==> src/rtl/pe_mac_stream.sv <==
// Streaming multiply-accumulate PE with valid/ready on both sides and registered systolic operand forwarding.
// Define PE_SAT_EN to saturate the narrowed result and flag ovf; otherwise the result wraps and ovf is 0.
module pe_mac_stream #(
  parameter int DATA_WIDTH = 8,
  parameter int ACC_WIDTH  = 2*DATA_WIDTH+5,
  parameter int OUT_WIDTH  = 2*DATA_WIDTH,
  parameter int KLEN_MAX   = 32,
  parameter int CNT_WIDTH  = $clog2(KLEN_MAX+1)
) (
  input  logic                  clk,
  input  logic                  rst,
  input  logic                  clr,
  input  logic [CNT_WIDTH-1:0]  klen,
  input  logic                  is_signed,
  input  logic                  in_valid,
  output logic                  in_ready,
  input  logic [DATA_WIDTH-1:0] data_in,
  input  logic [DATA_WIDTH-1:0] weight_in,
  output logic                  fwd_valid,
  output logic [DATA_WIDTH-1:0] data_fwd,
  output logic [DATA_WIDTH-1:0] weight_fwd,
  output logic                  out_valid,
  input  logic                  out_ready,
  output logic [OUT_WIDTH-1:0]  data_out,
  output logic                  ovf
);

  typedef enum logic [0:0] {S_IDLE, S_ACC} state_e;

  state_e                state_q, state_d;
  logic [CNT_WIDTH-1:0]  cnt_q, cnt_d;
  logic [CNT_WIDTH-1:0]  klen_q, klen_d;
  logic                  signed_q, signed_d;
  logic [ACC_WIDTH-1:0]  acc_q, acc_d;
  logic                  out_valid_q, out_valid_d;
  logic [OUT_WIDTH-1:0]  data_out_q, data_out_d;
  logic                  ovf_q, ovf_d;
  logic                  fwd_valid_q, fwd_valid_d;
  logic [DATA_WIDTH-1:0] data_fwd_q, data_fwd_d;
  logic [DATA_WIDTH-1:0] weight_fwd_q, weight_fwd_d;

  logic                    beat;
  logic                    mode_eff;
  logic                    is_last;
  logic [CNT_WIDTH-1:0]    klen_eff;
  logic [2*DATA_WIDTH-1:0] prod_s;
  logic [2*DATA_WIDTH-1:0] prod_u;
  logic [ACC_WIDTH-1:0]    prod_ext;
  logic [ACC_WIDTH-1:0]    acc_sum;
  logic [OUT_WIDTH-1:0]    res_val;
  logic                    res_ovf;

  assign in_ready   = !out_valid_q || out_ready;
  assign beat       = in_valid && in_ready;
  assign fwd_valid  = fwd_valid_q;
  assign data_fwd   = data_fwd_q;
  assign weight_fwd = weight_fwd_q;
  assign out_valid  = out_valid_q;
  assign data_out   = data_out_q;
  assign ovf        = ovf_q;

  // Mode and length come from the ports on the first beat, from the latched copies afterwards.
  assign mode_eff = (state_q == S_IDLE) ? is_signed : signed_q;

  always_comb begin
    klen_eff = klen;
    if (klen == '0)
      klen_eff = CNT_WIDTH'(1);
    else if (klen > CNT_WIDTH'(KLEN_MAX))
      klen_eff = CNT_WIDTH'(KLEN_MAX);
  end

  assign is_last = (state_q == S_IDLE) ? (klen_eff == CNT_WIDTH'(1))
                                       : (cnt_q == klen_q - CNT_WIDTH'(1));

  assign prod_s = $signed({{DATA_WIDTH{data_in[DATA_WIDTH-1]}}, data_in})
                * $signed({{DATA_WIDTH{weight_in[DATA_WIDTH-1]}}, weight_in});
  assign prod_u = {{DATA_WIDTH{1'b0}}, data_in} * {{DATA_WIDTH{1'b0}}, weight_in};

  assign prod_ext = mode_eff
    ? {{(ACC_WIDTH-2*DATA_WIDTH){prod_s[2*DATA_WIDTH-1]}}, prod_s}
    : {{(ACC_WIDTH-2*DATA_WIDTH){1'b0}}, prod_u};

  assign acc_sum = ((state_q == S_IDLE) ? '0 : acc_q) + prod_ext;

`ifdef PE_SAT_EN
  always_comb begin
    res_val = acc_sum[OUT_WIDTH-1:0];
    res_ovf = 1'b0;
    if (mode_eff) begin
      if (acc_sum[ACC_WIDTH-1:OUT_WIDTH-1] != '0 && acc_sum[ACC_WIDTH-1:OUT_WIDTH-1] != '1) begin
        res_ovf = 1'b1;
        res_val = acc_sum[ACC_WIDTH-1] ? {1'b1, {(OUT_WIDTH-1){1'b0}}}
                                       : {1'b0, {(OUT_WIDTH-1){1'b1}}};
      end
    end else if (acc_sum[ACC_WIDTH-1:OUT_WIDTH] != '0) begin
      res_ovf = 1'b1;
      res_val = '1;
    end
  end
`else
  assign res_val = acc_sum[OUT_WIDTH-1:0];
  assign res_ovf = 1'b0;
`endif

  always_comb begin
    state_d      = state_q;
    cnt_d        = cnt_q;
    klen_d       = klen_q;
    signed_d     = signed_q;
    acc_d        = acc_q;
    out_valid_d  = out_valid_q;
    data_out_d   = data_out_q;
    ovf_d        = ovf_q;
    fwd_valid_d  = beat;
    data_fwd_d   = data_fwd_q;
    weight_fwd_d = weight_fwd_q;

    if (beat) begin
      data_fwd_d   = data_in;
      weight_fwd_d = weight_in;
    end

    if (out_valid_q && out_ready)
      out_valid_d = 1'b0;

    // clr discards the accumulation only; forwarding and any pending result are left alone.
    if (clr) begin
      state_d = S_IDLE;
      cnt_d   = '0;
      acc_d   = '0;
    end else if (beat) begin
      acc_d = acc_sum;
      if (state_q == S_IDLE) begin
        klen_d   = klen_eff;
        signed_d = is_signed;
      end
      if (is_last) begin
        state_d     = S_IDLE;
        cnt_d       = '0;
        out_valid_d = 1'b1;
        data_out_d  = res_val;
        ovf_d       = res_ovf;
      end else begin
        state_d = S_ACC;
        cnt_d   = cnt_q + CNT_WIDTH'(1);
      end
    end
  end

  always_ff @(posedge clk) begin
    if (rst) begin
      state_q      <= S_IDLE;
      cnt_q        <= '0;
      klen_q       <= '0;
      signed_q     <= 1'b0;
      acc_q        <= '0;
      out_valid_q  <= 1'b0;
      data_out_q   <= '0;
      ovf_q        <= 1'b0;
      fwd_valid_q  <= 1'b0;
      data_fwd_q   <= '0;
      weight_fwd_q <= '0;
    end else begin
      state_q      <= state_d;
      cnt_q        <= cnt_d;
      klen_q       <= klen_d;
      signed_q     <= signed_d;
      acc_q        <= acc_d;
      out_valid_q  <= out_valid_d;
      data_out_q   <= data_out_d;
      ovf_q        <= ovf_d;
      fwd_valid_q  <= fwd_valid_d;
      data_fwd_q   <= data_fwd_d;
      weight_fwd_q <= weight_fwd_d;
    end
  end

endmodule

==> config.mk <==
export PLATFORM = sky130hd
export DESIGN_NAME = pe_mac_stream
export DESIGN_NICKNAME = d
export VERILOG_FILES = /design/src/rtl/pe_mac_stream.sv
export SDC_FILE = /design/constraint.sdc
export NUM_CORES = 1
export LEC_CHECK = 0
export ABC_AREA = 1
export BUFFER_PORTS_ARGS = -buffer_cell sky130_fd_sc_hd__buf_2
export CORE_ASPECT_RATIO = 1.4
export CORE_MARGIN = 2
export CORE_UTILIZATION = 60
export DETAILED_ROUTE_END_ITERATION = 12
export GPL_TIMING_DRIVEN = 1
export PLACE_DENSITY = 0.77
export SLEW_MARGIN = 15
export SYNTH_ARGS = -nofsm -noshare
export SYNTH_HDL_FRONTEND = slang
export SYNTH_SLANG_ARGS = --single-unit
==> constraint.sdc <==
create_clock -name clk -period 12.2 [get_ports clk]
set_input_delay 3.05 -clock clk [delete_from_list [all_inputs] [get_ports clk]]
set_output_delay 3.05 -clock clk [all_outputs]
set_load 0.005 [all_outputs]
==> flow_summary.toml <==
[global_routing]
grt_pass1_vias = 6853
grt_pass1_wl_um = 31170
grtUsageTotal_pct = 27.92
grt_max_degree = 46
gr-total-overflow = 0
grt_antenna_before_repair = 0

[route]
routed_wl_um = 18280
drtPass1Iterations = 5
num_vias = 6767
drt_iter0_drc = 370
viasPerCell = 5.230
wl_per_cell_um = 14.12
antenna_left = 0
drc_errors = 0

[clock_tree]
cts_tree = "built"
clockRootBuffer = "clkbuf_16"
clock_latency_ns = 0.33
clkSlewWorstSetupHoldPaths_ns = 0.06
cts_resized = 0
cts_setup_buffers = 0
cts_buffer_depth = 2
htreeDepth = 3
cts_hold_buf = 0
cts_buffers = 9
cts_sinks = 64

[synthesis]
synth_cell_types = 45
syn_area_um2 = 7807
syn_inst = 1098
synthTopCellsByArea = "fa_1 (22%), dfxtp_1 (16%), inv_1 (13%), ha_1 (12%), nand2_1 (9.9%)"
synth_top_area_share_pct = 22.05
synth_edf_count = 0
yosysTopAreaCell = "fa_1"
ys_warn_count = 0
postSynthAreaPerCell_um2 = 7.111
syn-num-nets = 1287
synthFlopType = "dfxtp_1"
synth_seq_cells = 64
seq_area_frac_synth_pct = 16.41
async_flop_share_pct = 0
synth.most_common_cell = "inv_1"
synth_commonest_cells = "inv_1 (267), nand2_1 (206), nor2_1 (112)"

[placed_design]
dp_cells = 1278
port_buffers = 62
dpl.hpwl_um = 14910
routabilityCongestion = 0.9389

[critical_path]
critPathCaptureType = "flip-flop"
critPathKind = "primary input to flip-flop"
rr_startpoint = "state_q"
crit_required_ns = 12.43
critical_path_arrival_ns = 8.75
path_max_fanout = 10
reg2reg_depth = 16
crit_start = "weight_in[7]"
start_kind = "primary input"

[die]
die_area_um2 = 13950
io_pins = 64
chipHeight_um = 139.0
start_util_pct = 61.22
rows = 49
die_x_um = 100.4
coreArea_um2 = 12750

[worst_hold_path]
hp-class = "flip-flop to flip-flop"
hp-start = "signed_q"
holdPathStages = 2

[timing]
rsz0062_at_grt = "false"
worst_pin_slew_ns = 0.9486
final.setup_skew_ns = 0.008172
fin_crit_sh_pct = 69.86
final-max-slew-violation-count = 0
setup_viol = 0
final_hold_viol_count = 0
slew_headroom_pct = 36.69
fmax_mhz = 117.3
min_period_ns = 8.522
tns_ns = 0

[final_layout]
multi_input_comb_area_um2 = 5351
syn2layout_area_growth_pct = 8.397
regArea_um2 = 1281
diodes = 0
instances_no_fill = 1294
nets = 1325
drive_gt1_share_pct = 8.151
fillCellCount = 1169

[pwr]
power_density_nw_per_um2 = 173.4
p_leak_nw = 5.009
peakVddDrop_mv = 0.1389
total_power_mw = 1.468

[outcome]
status = "finished clean"

[run]
cap_violations = 0
-- routing by layer --
layer | up-vias | share of wire [%] | global-route usage (%)
met4 | 0 | 3.7 | 11.97
met5 | - | 0 | 0
met2 | 162 | 54 | 52.00
met3 | 43 | 3.5 | 2.369
met1 | 3167 | 39 | 31.93
li1 | 3395 | - | -
-- cells in the final DEF (no fill, tap or decap), types with 3 or more instances in the layout --
| master | n |
|---|---|
| a31oi_1 | 4 |
| nand3_1 | 36 |
| a21o_1 | 3 |
| a21oi_1 | 53 |
| clkbuf_16 | 9 |
| clkinv_4 | 4 |
| xnor2_1 | 17 |
| dfxtp_1 | 64 |
| o21ai_0 | 57 |
| nand2_1 | 206 |
| nor2_1 | 112 |
| inv_1 | 267 |
| nand4_1 | 6 |
| o21ai_1 | 15 |
| ha_1 | 75 |
| a21oi_2 | 4 |
| fa_1 | 86 |
| buf_2 | 62 |
| o211ai_1 | 3 |
| nor3_1 | 3 |
| xor2_1 | 21 |
-- logic make-up after synthesis --
kind of cell	Yosys count	share of synthesized area, %
buf+inv	307	15.05
xor+xnor	38	4.263
fa+ha+maj	161	34.07
simple gates	373	19.28
other cells	1	0.04803
compound gates	154	10.88
flops	64	16.41
-- state kept, by name (all words and copies together), names as in the netlist --
name        flops
cnt_q           6
data_fwd        8
state_q         1
fwd_valid       1
weight_fwd      8
out_valid       1
acc_q          16
klen_q          6
signed_q        1
data_out       16
-- area by class of cell --
cell class / count / share of cell area (%)
inverters: 270 / 11.99
well taps: 153 / 2.262
clock buffers: 10 / 2.706
clock inverters: 6 / 0.8279
multi-input cells: 727 / 63.23
flip-flops and latches: 64 / 15.14
repair buffers: 64 / 3.844
-- worst paths after layout --
| kind | end | slack, ns |
|---|---|---|
| max | acc_q[13] | 3.68 |
| min | signed_q | 0.48 |
| max reg2reg | acc_q[11] | 8.42 |
| min reg2reg | signed_q | 0.48 |
-- through the flow --
stage,setup slack (ns),utilization (%),hold slack (ns),area [um^2]
floorplan,3.794,-,0.4294,7807
finish,3.678,66.37,0.4751,8463
CTS,3.756,66.37,0.4752,8463
detailed placement,3.405,64.02,0.4677,8164
global placement,3.525,64.02,0.4400,8164
global route,3.273,66.37,0.5096,8463
-- power breakdown --
part	leakage, nW	internal (mW)	switching [mW]
clock network	0.147	0.159	0.0966
logic	4.34	0.365	0.619
registers	0.523	0.221	0.00736
total	5.01	0.745	0.723
-- critical path, stage by stage --
cell      delay, ns
buf_2          0.20
clkinv_1       0.29
or2_2          0.37
fa_1           0.45
fa_1           0.49
inv_1          0.05
fa_1           0.49
inv_1          0.05
fa_1           0.52
inv_1          0.04
ha_1           0.37
a21oi_1        0.23
o21ai_1        0.11
a21oi_1        0.15
or2_1          0.13
nand2_1        0.05
a21oi_1        0.14
xor2_1         0.17
o21ai_0        0.10
ha_1           0.36
a21oi_1        0.24
o21ai_0        0.12
a21oi_1        0.13
nand2_1        0.08
xor2_1         0.16
o21ai_0        0.15
inv_1          0.05
Note: power is estimated with default switching activity, not from simulation.
